--- src/rtl/sram_controller.sv ---
`timescale 1ns/1ps
// sram_controller
// Services each 32-bit data-memory read or write from the MEM stage as two
// 16-bit accesses (low half, then high half) to an external asynchronous SRAM.
// While a request is in flight, ready is low so the pipeline freezes.
//
// Ports
//   clk          system clock, rising edge
//   rst          asynchronous active-low reset
//   wr_en/rd_en  level requests, held until ready; both high means write
//   address      byte address; word = (address - MEM_BASE) >> 2
//   write_data   store data
//   read_data    registered load result, held until the next read completes
//   ready        1 when no request is pending or the request completes now
//   sram_addr    half-word address {word, half}
//   sram_dq_out  write data toward the SRAM
//   sram_dq_in   read data from the SRAM
//   sram_dq_oe   1 while the controller drives the DQ bus
//   sram_we_n    active-low write strobe
//   sram_oe_n    active-low output enable
module sram_controller #(
  parameter int MEM_BASE      = 1024,
  parameter int ACCESS_CYCLES = 2,
  parameter int SRAM_AW       = 18
) (
  input  logic               clk,
  input  logic               rst,
  input  logic               wr_en,
  input  logic               rd_en,
  input  logic [31:0]        address,
  input  logic [31:0]        write_data,
  output logic [31:0]        read_data,
  output logic               ready,
  output logic [SRAM_AW-1:0] sram_addr,
  output logic [15:0]        sram_dq_out,
  input  logic [15:0]        sram_dq_in,
  output logic               sram_dq_oe,
  output logic               sram_we_n,
  output logic               sram_oe_n
);

  localparam int CW = $clog2(ACCESS_CYCLES);
  localparam logic [CW-1:0] LAST = CW'(ACCESS_CYCLES - 1);

  localparam logic [1:0] IDLE = 2'd0;
  localparam logic [1:0] LOW  = 2'd1;
  localparam logic [1:0] HIGH = 2'd2;
  localparam logic [1:0] DONE = 2'd3;

  logic [1:0]         state, next_state;
  logic [CW-1:0]      count, next_count;
  logic               op_write, next_write;
  logic [SRAM_AW-2:0] word, next_word;
  logic [31:0]        data, next_data;
  logic [31:0]        offset;
  logic               last_cycle;
  logic               next_active;

  // Word index relative to MEM_BASE; taking bits [SRAM_AW:2] both drops the
  // byte offset and wraps the word modulo the SRAM size.
  assign offset     = address - 32'(MEM_BASE);
  assign last_cycle = (count == LAST);

  always_comb begin
    next_state = state;
    next_count = count;
    next_write = op_write;
    next_word  = word;
    next_data  = data;
    case (state)
      IDLE: begin
        if (rd_en || wr_en) begin
          next_state = LOW;
          next_count = '0;
          next_write = wr_en;
          next_word  = offset[SRAM_AW:2];
          next_data  = write_data;
        end
      end
      LOW: begin
        if (last_cycle) begin
          next_state = HIGH;
          next_count = '0;
        end else begin
          next_count = count + CW'(1);
        end
      end
      HIGH: begin
        if (last_cycle) begin
          next_state = DONE;
          next_count = '0;
        end else begin
          next_count = count + CW'(1);
        end
      end
      default: begin
        // DONE returns to IDLE regardless of the request lines, so the
        // still-held request of the finished instruction is not restarted.
        next_state = IDLE;
        next_count = '0;
      end
    endcase
  end

  assign next_active = (next_state == LOW) || (next_state == HIGH);
  assign ready = ((state == IDLE) && !rd_en && !wr_en) || (state == DONE);

  // SRAM pins are registered from the next-state values so they line up with
  // the state/count of the cycle they belong to and stay glitch-free.
  always_ff @(posedge clk or negedge rst) begin
    if (!rst) begin
      state       <= IDLE;
      count       <= '0;
      op_write    <= 1'b0;
      word        <= '0;
      data        <= '0;
      read_data   <= '0;
      sram_addr   <= '0;
      sram_dq_out <= '0;
      sram_dq_oe  <= 1'b0;
      sram_we_n   <= 1'b1;
      sram_oe_n   <= 1'b1;
    end else begin
      state    <= next_state;
      count    <= next_count;
      op_write <= next_write;
      word     <= next_word;
      data     <= next_data;

      // The SRAM output has had the whole phase to settle by its last cycle.
      if (!op_write && last_cycle) begin
        if (state == LOW)
          read_data[15:0] <= sram_dq_in;
        else if (state == HIGH)
          read_data[31:16] <= sram_dq_in;
      end

      if (next_state == LOW)
        sram_addr <= {next_word, 1'b0};
      else if (next_state == HIGH)
        sram_addr <= {next_word, 1'b1};

      if (next_active && next_write)
        sram_dq_out <= (next_state == LOW) ? next_data[15:0] : next_data[31:16];

      // Cycle 0 of each phase is address setup; the strobe follows.
      sram_dq_oe <= next_active && next_write;
      sram_we_n  <= !(next_active && next_write && (next_count != '0));
      sram_oe_n  <= !(next_active && !next_write);
    end
  end

endmodule

--- config.mk ---
export PLATFORM = sky130hd
export DESIGN_NAME = sram_controller
export DESIGN_NICKNAME = d
export VERILOG_FILES = /design/src/rtl/sram_controller.sv
export SDC_FILE = /design/constraint.sdc
export NUM_CORES = 1
export LEC_CHECK = 0
export ABC_AREA = 1
export BUFFER_PORTS_ARGS = -buffer_cell sky130_fd_sc_hd__buf_2
export CORE_ASPECT_RATIO = 0.8
export CORE_MARGIN = 4
export CORE_UTILIZATION = 46
export CTS_CLUSTER_SIZE = 24
export DETAILED_ROUTE_END_ITERATION = 10
export PLACE_DENSITY = 0.74
export SLEW_MARGIN = 25
export SYNTH_ARGS = -nofsm -noshare
export SYNTH_HDL_FRONTEND = slang
export SYNTH_SLANG_ARGS = --single-unit
--- constraint.sdc ---
create_clock -name clk -period 2.1 [get_ports clk]
set_clock_uncertainty 0.15 [all_clocks]
set_input_delay 0.42 -clock clk [delete_from_list [all_inputs] [get_ports clk]]
set_output_delay 0.42 -clock clk [all_outputs]
set_load 0.02 [all_outputs]
==> flow_metrics.tcl, run 1 <==
set metrics [dict create \
    ys.warnings.count 0 \
    synthArstFlopShare 1.00 \
    grt_pass1_wl_mm 21.2 \
    antenna_found_initial 0 \
    synth.distinct_cells 27 \
    fp-row-count 34 \
    cap_violations 0 \
    yosys_most_used_dff "dfrtp_1" \
    root_buffer "clkbuf_16" \
    slew_headroom 0.688 \
    synth_top_area_frac 0.591 \
    num_vias 4409 \
    cp_data_arrival_time_ns 1.48 \
    nets 826 \
    reg2reg_depth 10 \
    grt_pass1_vias 4633 \
    crit_path_start_kind "register" \
    die_w_um 126 \
    wire_per_inst_um 14.3 \
    insertion_delay_ns 0.40 \
    holdPathStages 3 \
    synthTopCellsByArea "dfrtp_1 59%, nand2_1 17%, nand3_1 6.4%" \
    viasPerCell 4.94 \
    dr.pass1.iters 4 \
    setup_viol 0 \
    p_leak_nw 3.68 \
    post-route-util 0.620 \
    r2r_end "sram_addr[3]" \
    syn_area_per_cell_um2 8.81 \
    final_antenna_net_count 0 \
    initialDrtViolationCount 252 \
    final.setup.tns_ns 0 \
    syn_area_um2 5080 \
    cp_max_fo 4 \
    ys_top_cells_by_count "231 x nand2_1, 120 x dfrtp_1, 65 x nand3_1" \
    r2r_setup_slack_ns 0.08 \
    dp_hpwl_mm 8.69 \
    power-per-cell-area_nw_per_um2 2050 \
    yosysTopAreaCell "dfrtp_1" \
    hp-start "write_data[31]" \
    ir_drop_mv 1.21 \
    die_area_um2 12800 \
    fin_crit_sh 0.975 \
    layout-drive-gt1-share 0.289 \
    hold_ws_ns 0.0801 \
    synthMostInstantiatedCell "nand2_1" \
    syn_nets 667 \
    fmax_mhz 488 \
    hold_viol 0 \
    htreeDepth 4 \
    critPathKind "register to primary output" \
    core-area_um2 10800 \
    r2r_start "state[0]" \
    clkTransAtPathRegs_ns 0.05 \
    gr-total-overflow 0 \
    fin_cells 892 \
    finalMaxSlewViolations 0 \
    clock-sinks 122 \
    ios 154 \
    grt_use_total 0.205 \
    crit_required_ns 1.53 \
    finalWirelength_mm 12.8 \
    cp-end-kind "primary output" \
    port_buffers 138 \
    clk_path_buf_depth 2 \
    numCtsBuffers 17 \
    p_total_mw 13.8 \
    hold_end "data[31]" \
    syn-instance-count 577 \
    run_status "finished clean" \
    dp.cells 856 \
    num_antenna_cells 0 \
    seq_area_frac_synth 0.601 \
    gp_congestion 0.799 \
    area_growth_pct 32.4 \
    drc_errors 0 \
    start_util 0.469 \
    grt_max_degree 55 \
    synth-edff-count 0 \
    cts_tree "built" \
    die_h_um 102 \
    hold_path.class "input pin to register" \
    synth-seq-cells 122 \
    max_slew.worst_pin.slew_ns 0.467 \
    finalCriticalPeriod_ns 2.05 \
]
## cell families (layout without fill, tap and decap cells)
kind of cell	count (synthesis)	count (layout)	share of synthesized area
AND/OR/NAND/NOR	322	322	0.262
flip-flops	122	122	0.601
buffers and inverters	66	237	0.0574
AO/OA/AOI/OAI	60	60	0.0630
adder cells (fa/ha/maj)	6	6	0.0148
XOR/XNOR	1	1	0.00172
## power by group
group	switching, mW	internal [mW]
logic	4.32	2.69
registers	0.507	3.60
clock network	0.993	1.70
## worst max-delay path: stages, from the launching register on
cell	delay (ns)
dfrtp_2	0.43
buf_4	0.14
ha_1	0.22
inv_2	0.08
nand2_1	0.05
buf_4	0.15
## registers in the layout (all words and copies together), names as in the netlist
register,flops
data,32
read_data,32
sram_addr,18
word,17
sram_dq_out,16
state,2
count,1
op_write,1
sram_dq_oe,1
sram_oe_n,1
sram_we_n,1
## metal layers
layer,global-route usage,share of wire
met5,0,0
met4,0.0692,0.013
met3,0.0643,0.068
met2,0.342,0.49
met1,0.257,0.43
## worst max path at each step
stage / to / startpoint / slack (ns) / depth (start not counted)
6_report: ready / state[0] / 0.05 / 5
5_1_grt: sram_addr[3] / state[0] / -0.03 / 9
4_1_cts: ready / state[0] / 0.007 / 6
3_5_place_dp: sram_dq_out[0] / state[1] / -0.08 / 9
3_3_place_gp: sram_dq_out[1] / state[1] / 0.02 / 9
2_1_floorplan: sram_dq_out[5] / state[0] / 0.005 / 12
## metrics by stage
stage               area (um2)  worst slack [ns]
finish                    6730            0.0525
floorplan                 5090           0.00493
detailed placement        6050           -0.0762
CTS                       6640           0.00732
global placement          6050            0.0232
global route              6730           -0.0336
## layout make-up
cell class	count	area, um2
clock inverters	8	70.1
clock buffers	23	478
fillers	938	4120
well taps	144	180
multi-input cells	389	1800
repair buffers	163	977
flip-flops and latches	122	3060
inverters	43	169
## layout by cell type, fill, tap and decap left out, types with 4 or more instances in the layout
cell and instances:
nand2_1 230, buf_2 136, dfrtp_1 119, nand3_1 65
o21ai_0 43, inv_1 35, clkbuf_16 18, nor2_1 17
buf_4 17, a31oi_1 8, inv_2 5, clkinv_2 5
buf_12 5, or2_2 4, ha_4 4
## what timing repair did
action                     4_1_cts  5_1_grt
resized for setup                7       13
pin swaps                        1        4
hold endpoints to repair        29        0
buffers inserted                 1        2
cloned                           0        1
setup endpoints to repair       28       33
hold buffers                     1        0
Note: power is estimated with default switching activity, not from simulation.
==> inputs of run 2 (changes only) <==
--- a/config.mk
+++ b/config.mk
@@ -12,7 +12,7 @@
 export CORE_UTILIZATION = 46
 export CTS_CLUSTER_SIZE = 24
 export DETAILED_ROUTE_END_ITERATION = 10
-export PLACE_DENSITY = 0.74
+export PLACE_DENSITY = 0.78
 export SLEW_MARGIN = 25
 export SYNTH_ARGS = -nofsm -noshare
 export SYNTH_HDL_FRONTEND = slang
==> flow_metrics.tcl, run 2 (synthesized netlist as in run 1, its figures left out) <==
set metrics [dict create \
    final_cell_mix "228 x nand2_1, 136 x buf_2, 119 x dfrtp_1, 64 x nand3_1, 41 x o21ai_0" \
    fin_cells 897 \
    hold_viol 0 \
    layout_setup_ws_ns 0.00594 \
    dp.cells 858 \
    clk_path_buf_depth 2 \
    met3_usage 0.0820 \
    cp-end-kind "register" \
    cp_data_arrival_time_ns 2.23 \
    reg_top3 "data (32), read_data (32), sram_addr (18)" \
    slew_headroom 0.711 \
    critPathKind "register to register" \
    layout-drive-gt1-share 0.309 \
    cp-endpoint "sram_addr[12]" \
    place_area_um2 6070 \
    finalWirelength_mm 13.1 \
    cap_violations 0 \
    initialDrtViolationCount 317 \
    root_buffer "clkbuf_16" \
    cpMaxStageDelayCell "dfrtp_1" \
    ios 154 \
    num_antenna_cells 0 \
    layout_commonest_cell "nand2_1" \
    hold_path.class "input pin to register" \
    port_buffers 138 \
    wire_per_inst_um 14.6 \
    fmax_mhz 478 \
    crit_path_start_kind "register" \
    hold_ws_ns 0.0775 \
    cp_max_fo 5 \
    dp_hpwl_mm 8.77 \
    cp_top_family "adder cells" \
    viasPerCell 4.97 \
    path_buf_inv 3 \
    drc_errors 0 \
    start_util 0.469 \
    grt_pass1_wl_mm 21.4 \
    area_growth_pct 35.3 \
    p_leak_nw 3.75 \
    grt_pass1_vias 4558 \
    core-area_um2 10800 \
    max_stage_delay_ns 0.40 \
    numCtsBuffers 17 \
    cp_cell_sequence "buf_4 -> ha_1 -> o21ai_1 -> a31oi_4 -> ha_4 -> inv_8 -> buf_12 -> o211ai_1 -> nand2_1" \
    num_vias 4462 \
    grt_max_degree 43 \
    rsz0062_at_grt "yes" \
    reg2reg_depth 9 \
    antenna_found_initial 0 \
    grt_util_met2 0.352 \
    dr.pass1.iters 5 \
    htreeDepth 4 \
    final.setup.tns_ns 0 \
    gp_congestion 0.919 \
    finalMaxSlewViolations 0 \
    startpoint "state[1]" \
    die_w_um 126 \
    crit_required_ns 2.23 \
    setup_viol 0 \
    run_status "finished clean" \
    design_area_um2 6880 \
    clock-sinks 122 \
    gr-total-overflow 0 \
    nets 830 \
    max_slew.worst_pin.slew_ns 0.434 \
    holdPathStages 3 \
    die_h_um 102 \
    fin_crit_sh 0.997 \
    grt.busiest_layer "met2" \
    r2r_end "sram_addr[12]" \
    clkTransAtPathRegs_ns 0.06 \
    pre_cts_ws_ns -0.0289 \
    fp-row-count 34 \
    finalCriticalPeriod_ns 2.09 \
    n_fill_cell 933 \
    final_antenna_net_count 0 \
    ir_drop_mv 1.47 \
    met1_usage 0.257 \
    insertion_delay_ns 0.41 \
    grt_use_total 0.208 \
    path_depth 9 \
    r2r_start "state[1]" \
    power-per-cell-area_nw_per_um2 2110 \
    cts_tree "built" \
    r2r_setup_slack_ns 0.006 \
    die_area_um2 12800 \
]
[run 2: changes by cell type in the layout (fill, tap and decap cells not counted), moves of 2 or more]
cell,previous run,this run
nor2_1,17,13
clkinvlp_4,2,0
o21ai_0,43,41
buf_4,17,19
clkbuf_8,3,0
nor2_2,1,5
clkinv_4,0,6
inv_4,3,0
bufinv_16,1,3
inv_6,0,2
clkbuf_1,3,0
nand2_1,230,228
nand2_2,1,3
[run 2: how the worst min path moves through the flow]
stage | slack [ns] | from | to
final | 0.08 | address[4] | word[2]
after global routing | 0.07 | write_data[9] | data[9]
after CTS | 0.06 | address[4] | word[2]
after detailed placement | 0.24 | rst | word[16]
after global placement | 0.23 | rst | word[16]
after floorplan | -0.03 | rst | count
[run 2: final cells by class]
cell class                 instances  area [um2]  area share
clock buffer                      17         425      0.0619
clock inverter                    15         176      0.0257
inverter                          43         174      0.0253
multi-input combinational        389        1830       0.266
sequential                       122        3060       0.445
tap                              144         180      0.0262
timing repair buffer             167        1040       0.151
[run 2: worst min-delay path: cells and delay by family]
family | cells | cell delay (ns)
AND/OR/NAND/NOR | 2 | 0.11
buffers and inverters | 1 | 0.07
[run 2: per-stage QoR]
stage / utilization / total power, mW
3_3_place_gp: 0.560 / 10.4
3_5_place_dp: 0.560 / 10.7
5_1_grt: 0.634 / 15.6
4_1_cts: 0.619 / 13.9
6_report: 0.634 / 14.5
2_1_floorplan: - / 8.43
[run 2: power by group]
group | switching, mW | internal [mW]
Clock | 1.06 | 1.87
Combinational | 4.53 | 2.97
Sequential | 0.510 | 3.60
[run 2: layer usage]
| metal | up-vias | share of wire |
|---|---|---|
| met5 | - | 0 |
| met4 | 0 | 0.015 |
| met3 | 26 | 0.079 |
| met2 | 159 | 0.48 |
| met1 | 2113 | 0.42 |
| li1 | 2164 | - |
[run 2: what timing repair did]
action | in CTS | in global routing
hold buffers | 1 | 0
endpoints found under the setup margin | 34 | 37
gates resized for setup | 4 | 29
setup buffers | 2 | 2
cloned | 0 | 2
pin swaps | 1 | 5
hold endpoints to repair | 26 | 0
